--- src/rtl/core_tx_pkg.sv ---
// Shared constants for the host transmit arbiter: FSM state codes,
// requester indices and one-hot grant encodings.
package core_tx_pkg;

    localparam logic [2:0] ST_IDLE  = 3'd0;
    localparam logic [2:0] ST_SEND  = 3'd1;
    localparam logic [2:0] ST_GUARD = 3'd2;
    localparam logic [2:0] ST_DRAIN = 3'd3;
    localparam logic [2:0] ST_HOLD  = 3'd4;

    localparam logic [0:0] REQ_RB = 1'b0;
    localparam logic [0:0] REQ_MD = 1'b1;

    localparam logic [1:0] GRANT_NONE = 2'b00;
    localparam logic [1:0] GRANT_RB   = 2'b01;
    localparam logic [1:0] GRANT_MD   = 2'b10;

    // Round-robin pointer value that favours the requester not in 'owner'.
    function automatic logic [0:0] rotate_from(input logic [1:0] owner);
        return owner[REQ_MD] ? REQ_RB : REQ_MD;
    endfunction

endpackage

--- src/rtl/tx_rr_pick.sv ---
// Combinational two-way round-robin pick; one-hot result, zero when idle.
module tx_rr_pick
    import core_tx_pkg::*;
(
    input  logic       rb_valid,
    input  logic       md_valid,
    input  logic [0:0] rr_ptr,
    output logic [1:0] pick
);

    always_comb begin
        pick = GRANT_NONE;
        if (rb_valid && md_valid) begin
            pick = (rr_ptr == REQ_MD) ? GRANT_MD : GRANT_RB;
        end else if (rb_valid) begin
            pick = GRANT_RB;
        end else if (md_valid) begin
            pick = GRANT_MD;
        end
    end

endmodule

--- src/rtl/tx_arbiter.sv ---
// Packet-granular arbiter sharing the host serializer between the capture
// readback stream and the metadata stream, with abort and hold timeout.
module tx_arbiter
    import core_tx_pkg::*;
#(
    parameter int WIDTH        = 32,
    parameter int HOLD_TIMEOUT = 64
) (
    input  logic             clock,
    input  logic             reset,
    input  logic             rb_valid,
    input  logic [WIDTH-1:0] rb_data,
    input  logic             rb_last,
    output logic             rb_ack,
    input  logic             md_valid,
    input  logic [WIDTH-1:0] md_data,
    input  logic             md_last,
    output logic             md_ack,
    input  logic             abort,
    input  logic             tx_busy,
    output logic             tx_send,
    output logic [WIDTH-1:0] tx_data,
    output logic [1:0]       grant,
    output logic             timeout
);

    localparam int CNT_W = (HOLD_TIMEOUT < 1) ? 1 : $clog2(HOLD_TIMEOUT + 1);
    localparam logic [CNT_W-1:0] HOLD_LIM = CNT_W'(HOLD_TIMEOUT);
    localparam bit TIMEOUT_EN = (HOLD_TIMEOUT != 0);

    logic [2:0]       state;
    logic             last_q;
    logic             abort_q;
    logic [0:0]       rr_ptr;
    logic [CNT_W-1:0] hold_cnt;
    logic [CNT_W-1:0] hold_inc;
    logic [1:0]       pick;
    logic [WIDTH-1:0] pick_data;
    logic             pick_last;
    logic             owner_md;
    logic             owner_valid;
    logic [WIDTH-1:0] owner_data;
    logic             owner_last;

    tx_rr_pick u_pick (
        .rb_valid (rb_valid),
        .md_valid (md_valid),
        .rr_ptr   (rr_ptr),
        .pick     (pick)
    );

    assign pick_data   = pick[REQ_MD] ? md_data : rb_data;
    assign pick_last   = pick[REQ_MD] ? md_last : rb_last;
    assign owner_md    = grant[REQ_MD];
    assign owner_valid = owner_md ? md_valid : rb_valid;
    assign owner_data  = owner_md ? md_data  : rb_data;
    assign owner_last  = owner_md ? md_last  : rb_last;
    assign hold_inc    = (hold_cnt == '1) ? hold_cnt : hold_cnt + 1'b1;

    always_ff @(posedge clock) begin
        if (reset) begin
            state    <= ST_IDLE;
            last_q   <= 1'b0;
            abort_q  <= 1'b0;
            rr_ptr   <= REQ_MD;
            hold_cnt <= '0;
            rb_ack   <= 1'b0;
            md_ack   <= 1'b0;
            tx_send  <= 1'b0;
            tx_data  <= '0;
            grant    <= GRANT_NONE;
            timeout  <= 1'b0;
        end else begin
            rb_ack  <= 1'b0;
            md_ack  <= 1'b0;
            tx_send <= 1'b0;
            timeout <= 1'b0;
            case (state)
                ST_IDLE: begin
                    if (!abort && pick != GRANT_NONE) begin
                        grant    <= pick;
                        tx_data  <= pick_data;
                        last_q   <= pick_last;
                        rb_ack   <= pick[REQ_RB];
                        md_ack   <= pick[REQ_MD];
                        hold_cnt <= '0;
                        state    <= ST_SEND;
                    end
                end
                ST_SEND: begin
                    if (abort) begin
                        grant <= GRANT_NONE;
                        state <= ST_IDLE;
                    end else if (!tx_busy) begin
                        tx_send <= 1'b1;
                        state   <= ST_GUARD;
                    end
                end
                ST_GUARD: begin
                    if (abort) begin
                        last_q  <= 1'b1;
                        abort_q <= 1'b1;
                        grant   <= GRANT_NONE;
                    end
                    state <= ST_DRAIN;
                end
                ST_DRAIN: begin
                    // An abort here lets the in-flight word finish, then exits
                    // without rotating; abort_q remembers an abort seen in GUARD.
                    if (abort) begin
                        last_q  <= 1'b1;
                        abort_q <= 1'b1;
                        grant   <= GRANT_NONE;
                    end
                    if (!tx_busy) begin
                        if (last_q || abort) begin
                            if (!(abort_q || abort)) begin
                                rr_ptr <= rotate_from(grant);
                            end
                            abort_q <= 1'b0;
                            grant   <= GRANT_NONE;
                            state   <= ST_IDLE;
                        end else begin
                            hold_cnt <= '0;
                            state    <= ST_HOLD;
                        end
                    end
                end
                ST_HOLD: begin
                    if (abort) begin
                        grant <= GRANT_NONE;
                        state <= ST_IDLE;
                    end else if (owner_valid) begin
                        tx_data  <= owner_data;
                        last_q   <= owner_last;
                        rb_ack   <= ~owner_md;
                        md_ack   <= owner_md;
                        hold_cnt <= '0;
                        state    <= ST_SEND;
                    end else begin
                        hold_cnt <= hold_inc;
                        if (TIMEOUT_EN && hold_inc == HOLD_LIM) begin
                            timeout <= 1'b1;
                            rr_ptr  <= rotate_from(grant);
                            grant   <= GRANT_NONE;
                            state   <= ST_IDLE;
                        end
                    end
                end
                default: begin
                    grant <= GRANT_NONE;
                    state <= ST_IDLE;
                end
            endcase
        end
    end

endmodule

--- config.mk ---
export PLATFORM = sky130hd
export DESIGN_NAME = tx_arbiter
export DESIGN_NICKNAME = d
export VERILOG_FILES = /design/src/rtl/core_tx_pkg.sv /design/src/rtl/tx_rr_pick.sv /design/src/rtl/tx_arbiter.sv
export SDC_FILE = /design/constraint.sdc
export NUM_CORES = 1
export LEC_CHECK = 0
export ABC_AREA = 1
export CORE_MARGIN = 2
export CORE_UTILIZATION = 42
export DETAILED_ROUTE_END_ITERATION = 8
export GPL_TIMING_DRIVEN = 0
export PLACE_DENSITY = 0.78
export SLEW_MARGIN = 20
export SYNTH_ARGS = -nofsm -noshare
export SYNTH_HDL_FRONTEND = slang
export SYNTH_SLANG_ARGS = --single-unit
--- constraint.sdc ---
create_clock -name clock -period 1.7 [get_ports clock]
set_input_delay 0.255 -clock clock [delete_from_list [all_inputs] [get_ports clock]]
set_output_delay 0.255 -clock clock [all_outputs]
set_load 0.1 [all_outputs]
# Yosys cells after proc, flatten, opt, wreduce, memory -nomap -nowiden
# Cells that the tools add are included.
# classes
muxes	64
addsub	1
bitwise	3
eq_ne	20
reduce_logical	22
# ops
op	n
32-bit 2-to-1 mux	5
32-bit case mux with 2 select lines	1
7-bit 2-to-1 mux	6
1-bit 2-to-1 mux	25
3-bit 2-to-1 mux	8
2-bit 2-to-1 mux	11
7-bit case mux with 3 select lines	1
2-bit != test, second input constant	9
3-bit case mux with 5 select lines	1
7-bit equality test, second input constant	2
5-bit AND reduction	2
3-bit != test, second input constant	3
1-bit case mux with 2 select lines	4
2-bit case mux with 4 select lines	1
4-bit AND reduction	2
2-bit nonzero test	4
7-bit by 1-bit adder with 7-bit output, second input constant	1
7-bit AND reduction	1
3-bit by 2-bit equality test with 1-bit output, second input constant	2
3-bit nonzero test	2
4-bit != test, second input constant	1
2-bit OR reduction	2
4-bit OR reduction	1
3-bit by 1-bit equality test with 1-bit output, second input constant	1
10 further kinds	14
# totals
regBits	51
input_bits	72
output_inout_bits	38
wordCells	121

# Logic depth before layout (Yosys ltp)
# Gate-level depths: netlist of the first run.
# logic_depth
word_depth	7
mapped_depth	13
depth_no_buf	13

# By module
# From an unflattened synthesis of the first run, not the netlist that was laid out.
# unflattened
hier_cells	552
hier_area_um2	3309.4
# modules_own_cells
module	seq_area_each_um2	n_inst	cells_each	area_each_um2
tx_arbiter	1021.0	1	547	3288.2
tx_rr_pick	0.0	1	5	21.3

# Worst setup path before layout of the first run
# OpenSTA, ideal clock, no wires.
# synth_timing
path_type	flip-flop to flip-flop
start	register grant[1]
end	register rr_ptr
setup_slack_ns	-0.450
n_path_buf	1
stages_incl_launch_ff	9
arrival_time_ns	2.022
setup_time_ns	0.128
t_required_ns	1.572
synth_period_minus_slack_ns	2.150
path_cell_list	dfxtp_1 > clkbuf_1 > nor2_1 > a21oi_1 > o21ai_0 > nor4_1 > nand2_1 > nand2_1 > nand3_1
# synth_via
elab_chain_len	5
word_cells_on_any_way	11
classes_between	eq/ne: 1; mux: 9; reduce/logical: 1
# synth_lines
item	line_no	source
start, declared	tx_arbiter.sv:23	output logic [1:0] grant,
start signal, assigned	tx_arbiter.sv:81	grant <= pick;
1-bit 2-to-1 mux	core_tx_pkg.sv:20	return owner[REQ_MD] ? REQ_RB : REQ_MD;
1-bit 2-to-1 mux (on tied branches)	tx_arbiter.sv:142, tx_arbiter.sv:117	
1-bit 2-to-1 mux (on tied branches)	tx_arbiter.sv:133, tx_arbiter.sv:116	
1-bit 2-to-1 mux (on tied branches)	tx_arbiter.sv:130, tx_arbiter.sv:115	
1-bit case mux with 2 select lines	tx_arbiter.sv:78	case (state)
end signal, assigned	tx_arbiter.sv:118	rr_ptr <= rotate_from(grant);
end signal, assigned	tx_arbiter.sv:144	rr_ptr <= rotate_from(grant);
end, declared	tx_arbiter.sv:34	logic [0:0] rr_ptr;
# Several ways; a longest one is shown, not always the timed one. The select of a mux whose other input is x is not followed.
# A chain may end at the register's enable or synchronous reset.

# Final worst setup path of the first run
# layout_timing
start	register hold_cnt[1]
end	register state[2]
# layout_via
elab_chain_len	5
word_cells_on_any_way	6
classes_between	add/sub: 1; eq/ne: 3; mux: 1; reduce/logical: 1
# layout_lines
item	line_no	source
start, declared	tx_arbiter.sv:35	logic [CNT_W-1:0] hold_cnt;
start signal, assigned	tx_arbiter.sv:141	hold_cnt <= hold_inc;
7-bit by 1-bit adder with 7-bit output / 7-bit equality test (equally long branches)	tx_arbiter.sv:58	assign hold_inc = (hold_cnt == '1) ? hold_cnt : hold_cnt + 1'b1;
7-bit 2-to-1 mux (*)	tx_arbiter.sv:58	
7-bit equality test (*)	tx_arbiter.sv:142	if (TIMEOUT_EN && hold_inc == HOLD_LIM) begin
4-bit != test (no source line) (*)	--	
4-bit AND reduction (no source line) (*)	--	
end signal, assigned	tx_arbiter.sv:62	state <= ST_IDLE;
end signal, assigned	tx_arbiter.sv:139	state <= ST_SEND;
end signal, assigned	tx_arbiter.sv:146	state <= ST_IDLE;
end, declared	tx_arbiter.sv:31	logic [2:0] state;
# Every way passes the cells marked *; elsewhere a longest branch is shown, timed or not.

==> results.py, run 1 <==
metrics = {
    "run_status": {
        "status": "finished clean",
    },
    "clocking": {
        "holdBufCountCts": 0,
        "clockRootBuffer": "clkbuf_8",
        "cts_tree": "built",
        "cts_max_level": 2,
        "cts_made_buffers": 5,
        "cts_buffer_depth": 2,
        "clkLatencyLatePin_ns": 0.30,
        "clock-sinks": 51,
        "clk_pin_slew_ns": 0.09,
    },
    "final_layout": {
        "layout-drive-gt1-share_pct": 17.9,
        "area_growth_pct": 49.2,
        "final_area_um2": 4880,
        "antenna_cells": 0,
        "final_nets": 728,
        "post-route-util_pct": 63.8,
    },
    "timing": {
        "hold_slack_ns": 0.302,
        "setup_viol": 0,
        "max_slew_margin_pct": 62.2,
        "rsz0062_at_grt": "yes",
        "hold_viol_final": 0,
        "worst_slack_ns": 0.0298,
        "drv_slew": 0,
        "period_share_pct": 98.2,
        "tightest_slew_ns": 0.569,
        "skew_ns": 0.00901,
        "fmax_mhz": 599,
        "finalCriticalPeriod_ns": 1.67,
    },
    "detailed_routing": {
        "ant_nets": 0,
        "vias_per_cell": 5.31,
        "wl_um": 10700,
        "wl_per_cell_um": 14.1,
        "post-route-drc-count": 0,
        "drtIter0Drc": 206,
        "route.vias.total": 4019,
        "drt_first_pass_iters": 5,
    },
    "floorplan": {
        "initial_core_util_pct": 42.7,
        "core_area_um2": 7650,
        "die_h_um": 92.2,
        "die_w_um": 92.2,
        "num_io_pins": 110,
        "dieArea_um2": 8500,
        "rows": 32,
    },
    "critical_path": {
        "cp.buffers_inverters": 1,
        "arrival_ns": 1.86,
        "worstPathRequired_ns": 1.89,
        "start_kind": "register",
        "crit_type": "register to register",
        "end_kind": "register",
        "path_max_fanout": 4,
        "crit_family": "simple AND/OR/NAND/NOR gates",
        "max_stage_delay_ns": 0.37,
        "crit_chain": "ha_4 > nand3_4 > nand2_1 > nand2_2 > nand3_1 > nor2_2 > nand3_2 > nand3_2 > nand2_2 > o21bai_1 > inv_1",
        "worst_path_max_delay_cell": "dfxtp_4",
    },
    "grt": {
        "grt_overflow_total": 0,
        "busiest_layer": "met2",
        "met1_usage_pct": 31.9,
        "grt.met2_usage_pct": 40.5,
        "grt_max_degree": 15,
        "antenna_found_initial": 0,
        "grt_pass1_wl_um": 17100,
        "grt_pass1_vias": 3695,
        "use_met3_pct": 4.93,
        "grt_usage_pct": 24.2,
    },
    "synthesis": {
        "synth_area_um2": 3270,
        "synth_nets": 608,
        "synth.top_cells.by_area": "dfxtp_1, o21ai_0, nand2_1",
        "synth_top_cell_by_area": "dfxtp_1",
        "synthFlopType": "dfxtp_1",
        "yosysTopAreaCellShare_pct": 31.2,
        "synth_cell_types": 31,
        "syn_avg_cell_area_um2": 6.11,
        "synth_common_cells": "nand2_1, o21ai_0, dfxtp_1",
        "synth-seq-cells": 51,
        "yosysMostFrequentCell": "nand2_1",
        "ys_seq_area_share_pct": 31.2,
        "synth_enable_flop_cells": 0,
        "ys_warn_count": 0,
        "syn_inst": 535,
        "ys_async_sr_fraction_pct": 0,
    },
    "pwr": {
        "p_leak_nw": 2.06,
        "pwr_density_cell_nw_per_um2": 1490,
        "vdd_ir_drop_max_mv": 1.04,
        "power_w": 0.00729,
    },
    "place": {
        "placed_cell_area_um2": 4480,
        "dpl.hpwl_um": 7570,
        "gp_congestion": 0.896,
        "dp_slack_ns": -0.520,
        "portBuffers": 108,
    },
    "worst_hold_path": {
        "hold_class": "input pin to register",
    },
    "flow_run": {
        "drv_cap": 0,
    },
}
cells by family (layout without fill, tap and decap cells):
group,Yosys count,in the layout,synth area share (%)
AO/OA/AOI/OAI,195,196,31.2
XOR/XNOR,1,1,0.268
adder cells (fa/ha/maj),1,1,0.383
buffers and inverters,90,209,11.6
flip-flops,51,51,31.2
AND/OR/NAND/NOR,197,197,25.2
area by class of cell:
class / instances / area (um2)
Fill cell: 683 / 2770
Clock buffer: 6 / 72.6
Clock inverter: 1 / 30.0
Tap cell: 102 / 128
Buffer: 33 / 210
Sequential cell: 51 / 1040
Timing Repair Buffer: 113 / 1160
Inverter: 56 / 215
Multi-Input combinational cell: 395 / 2020
placed cells by master (no fill, tap or decap), types with 3 or more instances in the layout:
master,netlist,final
nand3_1,20,15
dfxtp_4,0,3
o21ai_1,31,30
dfxtp_2,0,4
clkdlybuf4s50_1,0,68
buf_4,2,9
inv_1,49,49
nand2_1,137,132
nand3_2,0,4
o21ai_4,1,4
a21oi_1,46,44
nor2_1,23,19
nand2_2,2,5
buf_2,10,3
inv_2,7,5
dfxtp_1,51,44
clkbuf_8,0,5
nor2_4,3,6
buf_6,3,7
o21ai_0,104,103
clkbuf_1,19,12
nor3_1,4,4
clkbuf_2,0,7
a31oi_1,3,3
clkdlybuf4s15_2,0,37
per-layer routing:
| metal | part of all wire [%] | vias to the layer above | wire length [um] |
|---|---|---|---|
| met2 | 47 | 165 | 5010 |
| met5 | 0 | - | 0 |
| met3 | 6.6 | 14 | 701 |
| met4 | 1.2 | 0 | 131 |
| met1 | 45 | 1821 | 4820 |
| li1 | - | 2019 | - |
final timing paths:
path,slack (ns),depth (start not counted),endpoint,start
max,0.03,11,state[2],hold_cnt[1]
min reg2reg,0.48,2,hold_cnt[6],hold_cnt[6]
min,0.30,2,rb_ack,abort
max reg2reg,0.03,11,state[2],hold_cnt[1]
through the flow:
step	TNS [ns]	std cells
finish	0	757
global route	-0.221	757
CTS	0	753
detailed placement	-18.45	745
global placement	-16.22	745
floorplan	0	535
power breakdown:
| part | internal, W | switching [W] |
|---|---|---|
| Combinational | 0.00124 | 0.00348 |
| Sequential | 0.00151 | 0.000239 |
| Clock | 0.000432 | 0.000389 |
| Total | 0.00318 | 0.00411 |
sequential cells by signal, summed over array words and instances, names as in the netlist:
name / flops
tx_data: 32
md_ack: 1
abort_q: 1
tx_send: 1
rr_ptr: 1
rb_ack: 1
state: 3
hold_cnt: 7
grant: 2
timeout: 1
last_q: 1
what timing repair did:
| action | 4_1_cts | 5_1_grt |
|---|---|---|
| pin swaps | 3 | 15 |
| gates resized for setup | 130 | 59 |
| buffers inserted | 1 | 2 |
| endpoints found under the setup margin | 77 | 48 |
| gates cloned | 0 | 3 |
Power figures use the tool's default switching activity.
==> run 2: changes to the inputs <==
--- a/config.mk
+++ b/config.mk
@@ -6,11 +6,13 @@
 export NUM_CORES = 1
 export LEC_CHECK = 0
 export ABC_AREA = 1
+export CAP_MARGIN = 20
 export CORE_MARGIN = 2
 export CORE_UTILIZATION = 42
 export DETAILED_ROUTE_END_ITERATION = 8
 export GPL_TIMING_DRIVEN = 0
 export PLACE_DENSITY = 0.78
+export REMOVE_ABC_BUFFERS = 1
 export SLEW_MARGIN = 20
 export SYNTH_ARGS = -nofsm -noshare
 export SYNTH_HDL_FRONTEND = slang
==> results.py, run 2 (synthesized netlist as in run 1, its figures left out) <==
metrics = {
    "timing": {
        "finalCriticalPeriod_ns": 1.70,
        "max_slew_margin_pct": 51.5,
        "hold_viol_final": 0,
        "rsz0062_at_grt": "yes",
        "fmax_mhz": 590,
        "setup_tns_ns": 0,
        "period_share_pct": 99.7,
        "skew_ns": 0.00851,
        "drv_slew": 0,
        "tightest_slew_ns": 0.727,
        "setup_viol": 0,
    },
    "detailed_routing": {
        "route.vias.total": 4091,
        "wl_per_cell_um": 15.2,
        "drt_first_pass_iters": 7,
        "ant_nets": 0,
        "post-route-drc-count": 0,
        "wl_um": 11500,
        "vias_per_cell": 5.43,
        "drtIter0Drc": 262,
    },
    "critical_path": {
        "cp.buffers_inverters": 1,
        "end_kind": "register",
        "worstPathRequired_ns": 1.91,
        "path_max_fanout": 4,
        "crit_chain": "ha_4 > nand3_1 > o21ai_2 > nand3_2 > nor2_4 > nand4_1 > buf_4 > nor4_1",
        "crit_type": "register to register",
        "max_stage_delay_ns": 0.38,
        "worst_path_max_delay_cell": "dfxtp_4",
        "crit_family": "simple AND/OR/NAND/NOR gates",
        "arrival_ns": 1.91,
        "start_kind": "register",
    },
    "grt": {
        "met1_usage_pct": 29.6,
        "grt_max_degree": 44,
        "grt_pass1_wl_um": 17800,
        "grt.met2_usage_pct": 43.9,
        "busiest_layer": "met2",
        "use_met3_pct": 8.46,
        "grt_overflow_total": 0,
        "grt_usage_pct": 25.8,
        "antenna_found_initial": 0,
        "grt_pass1_vias": 3895,
    },
    "pwr": {
        "power_switching_w": 0.00431,
        "p_clk_share_pct": 9.6,
        "comb_power_share_pct": 67.8,
        "pwr-share-seq_pct": 22.6,
        "vdd_ir_drop_max_mv": 1.07,
        "internal_power_w": 0.00345,
        "pwr_density_cell_nw_per_um2": 1520,
        "power_w": 0.00776,
        "p_leak_nw": 2.14,
        "p_sw_share_pct": 55.5,
    },
    "clocking": {
        "clk_pin_slew_ns": 0.09,
        "cts_made_buffers": 5,
        "cts_tree": "built",
        "cts_buffer_depth": 2,
        "cts_max_level": 2,
        "holdBufCountCts": 0,
        "clockRootBuffer": "clkbuf_8",
        "clock-sinks": 51,
        "clkLatencyLatePin_ns": 0.31,
    },
    "run_status": {
        "status": "finished clean",
    },
    "floorplan": {
        "initial_core_util_pct": 42.7,
        "die_h_um": 92.2,
        "core_area_um2": 7650,
        "num_io_pins": 110,
        "rows": 32,
        "dieArea_um2": 8500,
        "die_w_um": 92.2,
    },
    "final_layout": {
        "post-route-util_pct": 66.7,
        "reg_top3": "tx_data (32), hold_cnt (7), state (3)",
        "final_common_cell": "nand2_1",
        "final_cell_mix": "nand2_1, o21ai_0, clkdlybuf4s50_1",
        "instances_no_fill": 754,
        "largest_register_ffs": 32,
        "layout-drive-gt1-share_pct": 20.2,
        "final_area_um2": 5100,
        "area_growth_pct": 56.0,
        "antenna_cells": 0,
        "largest_register": "tx_data",
        "final_nets": 725,
    },
    "flow_run": {
        "drv_cap": 0,
    },
    "place": {
        "gp_congestion": 0.921,
        "portBuffers": 109,
        "placed_cell_area_um2": 4460,
        "dp_cells": 717,
        "dpl.hpwl_um": 6660,
    },
    "worst_hold_path": {
        "hold_class": "register to register",
    },
}
run 2: cell count changes in the layout (fill, tap and decap cells not counted), sizes merged, moves of 2 or more:
| cell | change |
|---|---|
| clkbuf | -15 |
| buf | +11 |
| clkdlybuf4s15 | -3 |
| dlygate4sd2 | +3 |
| nand2 | +2 |
run 2: repair_timing:
item,in CTS,in global routing
resized for setup,141,44
hold endpoints to repair,0,0
cloned,4,1
endpoints found under the setup margin,87,50
setup buffers,13,12
pin swaps,5,13
run 2: metal layers:
metal  share of wire [%]  vias up
met3                 9.1       36
li1                    -     2013
met4                 2.8        0
met5                   0        -
met1                  39     1834
met2                  49      208
run 2: layout make-up:
cell class / count / area [um2]
sequential: 51 / 1050
clock inverter: 1 / 5.00
inverter: 56 / 219
fill: 612 / 2550
timing repair buffer: 141 / 1530
tap: 102 / 128
clock buffer: 6 / 82.6
multi-input combinational: 397 / 2090
run 2: final timing paths:
| kind | start | endpoint | slack (ns) | depth (start not counted) |
|---|---|---|---|---|
| worst max-delay path | hold_cnt[1] | timeout | 0.005 | 8 |
| worst min-delay path | hold_cnt[6] | hold_cnt[6] | 0.48 | 2 |
| worst max register to register | hold_cnt[1] | timeout | 0.005 | 8 |
| worst min register to register | hold_cnt[6] | hold_cnt[6] | 0.48 | 2 |
run 2: metrics by stage:
step / hold slack [ns] / setup WS, ns
floorplan: 0.324 / -1.58
global placement: 0.455 / -2.78
detailed placement: 0.461 / -0.990
CTS: 0.475 / -0.0252
global route: 0.491 / -0.0996
finish: 0.478 / 0.00478
run 2: power groups by stage:
stage | sequential (W) | clock, W | combinational [W]
global placement | 0.00187 | 0 | 0.00414
CTS | 0.00177 | 0.000762 | 0.00477
finish | 0.00176 | 0.000745 | 0.00526
floorplan | 0.00367 | 0 | 0.00131
global route | 0.00179 | 0.000815 | 0.00557
detailed placement | 0.00178 | 0 | 0.00445
run 2: worst reg2reg max path, cell delays in order (launching register included):
cell     delay [ns]
dfxtp_4        0.38
ha_4           0.18
nand3_1        0.11
o21ai_2        0.17
nand3_2        0.13
nor2_4         0.13
nand4_1        0.16
buf_4          0.18
nor4_1         0.18
==> run 3: changes to the inputs <==
--- a/config.mk
+++ b/config.mk
@@ -10,7 +10,6 @@
 export CORE_MARGIN = 2
 export CORE_UTILIZATION = 42
 export DETAILED_ROUTE_END_ITERATION = 8
-export GPL_TIMING_DRIVEN = 0
 export PLACE_DENSITY = 0.78
 export REMOVE_ABC_BUFFERS = 1
 export SLEW_MARGIN = 20
==> results.py, run 3 (synthesized netlist as in run 1, its figures left out) <==
metrics = {
    "pwr": {
        "power_w": 0.00821,
        "pwr_density_cell_nw_per_um2": 1480,
        "p_leak_nw": 2.41,
        "vdd_ir_drop_max_mv": 1.02,
    },
    "floorplan": {
        "core_area_um2": 7650,
        "die_h_um": 92.2,
        "die_w_um": 92.2,
        "num_io_pins": 110,
        "rows": 32,
        "dieArea_um2": 8500,
        "initial_core_util_pct": 42.7,
    },
    "critical_path": {
        "cp-startpoint": "hold_cnt[5]",
        "crit_type": "register to register",
        "timing.critical_path.to": "state[2]",
        "reg2reg_to": "state[2]",
        "path_max_fanout": 7,
        "start_kind": "register",
        "reg2reg_depth": 11,
        "arrival_ns": 1.85,
        "end_kind": "register",
        "rrSetupSlack_ns": 0.05,
        "r2r_start": "hold_cnt[5]",
        "worstPathRequired_ns": 1.90,
    },
    "timing": {
        "skew_ns": 0.00894,
        "tightest_slew_ns": 0.549,
        "setup_tns_ns": 0,
        "max_slew_margin_pct": 63.4,
        "setup_viol": 0,
        "period_share_pct": 97.3,
        "fmax_mhz": 605,
        "worst_slack_ns": 0.0464,
        "rsz0062_at_grt": "yes",
        "drv_slew": 0,
        "finalCriticalPeriod_ns": 1.65,
        "hold_viol_final": 0,
    },
    "grt": {
        "grt_pass1_vias": 3739,
        "grt_overflow_total": 0,
        "antenna_found_initial": 0,
        "grt_usage_pct": 23.3,
        "grt_max_degree": 65,
        "grt_pass1_wl_um": 16400,
    },
    "final_layout": {
        "reg_top3": "tx_data (32), hold_cnt (7), state (3)",
        "final_common_cell": "nand2_1",
        "largest_register_ffs": 32,
        "post-route-util_pct": 72.5,
        "antenna_cells": 0,
        "final_cell_mix": "nand2_1, o21ai_0, clkdlybuf4s50_1",
        "largest_register": "tx_data",
        "area_growth_pct": 69.8,
        "final_nets": 748,
        "layout-drive-gt1-share_pct": 22.4,
    },
    "detailed_routing": {
        "route.vias.total": 4104,
        "ant_nets": 0,
        "drtIter0Drc": 138,
        "post-route-drc-count": 0,
        "wl_um": 11200,
        "wl_per_cell_um": 14.4,
        "vias_per_cell": 5.28,
        "drt_first_pass_iters": 4,
    },
    "place": {
        "dpl.hpwl_um": 7570,
        "gp_congestion": 0.946,
        "portBuffers": 109,
        "dp_slack_ns": -0.286,
    },
    "worst_hold_path": {
        "hold_class": "register to register",
    },
    "clocking": {
        "holdBufCountCts": 0,
        "cts_made_buffers": 5,
        "clockRootBuffer": "clkbuf_8",
        "cts_tree": "built",
        "cts_buffer_depth": 2,
        "clk_pin_slew_ns": 0.09,
        "cts_max_level": 2,
        "clkLatencyLatePin_ns": 0.30,
        "clock-sinks": 51,
    },
    "run_status": {
        "status": "finished clean",
    },
    "flow_run": {
        "drv_cap": 0,
    },
}
[run 3: changes by cell type in the layout (fill, tap and decap cells not counted), sizes merged]
cell,delta
buf,+63
bufbuf,-1
bufinv,+1
clkbuf,-2
clkdlybuf4s15,-34
clkdlybuf4s50,+3
clkinv,-1
clkinvlp,-1
dlygate4sd2,-3
inv,+1
nand2,-2
o21ai,-1
[run 3: worst min-delay path by stage]
stage / start / slack, ns / to / depth (start not counted)
2_1_floorplan: reset / 0.32 / hold_cnt[1] / 1
3_3_place_gp: hold_cnt[6] / 0.46 / hold_cnt[6] / 2
3_5_place_dp: hold_cnt[6] / 0.46 / hold_cnt[6] / 2
4_1_cts: hold_cnt[6] / 0.47 / hold_cnt[6] / 2
5_1_grt: hold_cnt[6] / 0.50 / hold_cnt[6] / 2
6_report: hold_cnt[6] / 0.48 / hold_cnt[6] / 2
[run 3: repair_timing]
item                       CTS  global route
resized for setup           10            39
gates cloned                 0             5
pin swaps                    4            15
setup endpoints to repair    6            44
buffers inserted             1             5
[run 3: area by class of cell]
type / instances / area, um2
Inverter: 56 / 213
Sequential cell: 51 / 1030
Multi-Input combinational cell: 394 / 2030
Clock inverter: 1 / 30.0
Fill cell: 598 / 2100
Clock buffer: 6 / 72.6
Timing Repair Buffer: 167 / 2050
Tap cell: 102 / 128
[run 3: metal layers]
layer / wire length [um] / part of all wire, % / track usage, % / up-vias
met5: 0 / 0 / 0 / -
met4: 298 / 2.7 / 6.09 / 0
met3: 799 / 7.2 / 7.48 / 26
met2: 5470 / 49 / 40.9 / 124
met1: 4600 / 41 / 27.3 / 1898
li1: - / - / - / 2056
[run 3: stage by stage]
step | cell area, um2 | hold slack, ns | instances
6_report | 5550 | 0.476 | 777
4_1_cts | 5260 | 0.475 | 767
5_1_grt | 5550 | 0.497 | 777
3_5_place_dp | 5110 | 0.462 | 759
3_3_place_gp | 5110 | 0.456 | 759
2_1_floorplan | 3100 | 0.324 | 501
[run 3: critical path, cell delays in order, from the launching register on]
cell and delay [ns]:
dfxtp_1 0.41, nand2_1 0.10, nor2_2 0.17, nand2_4 0.11, nand2_2 0.06, nand2_1 0.10
nor2_4 0.16, nand3_4 0.10, nand3_2 0.09, nand2_2 0.06, o21bai_1 0.14, inv_1 0.05
[run 3: power by group]
part | switching, W | total (W) | internal (W)
Sequential | 0.000350 | 0.00185 | 0.00150
Combinational | 0.00347 | 0.00552 | 0.00205
Clock | 0.000402 | 0.000835 | 0.000433
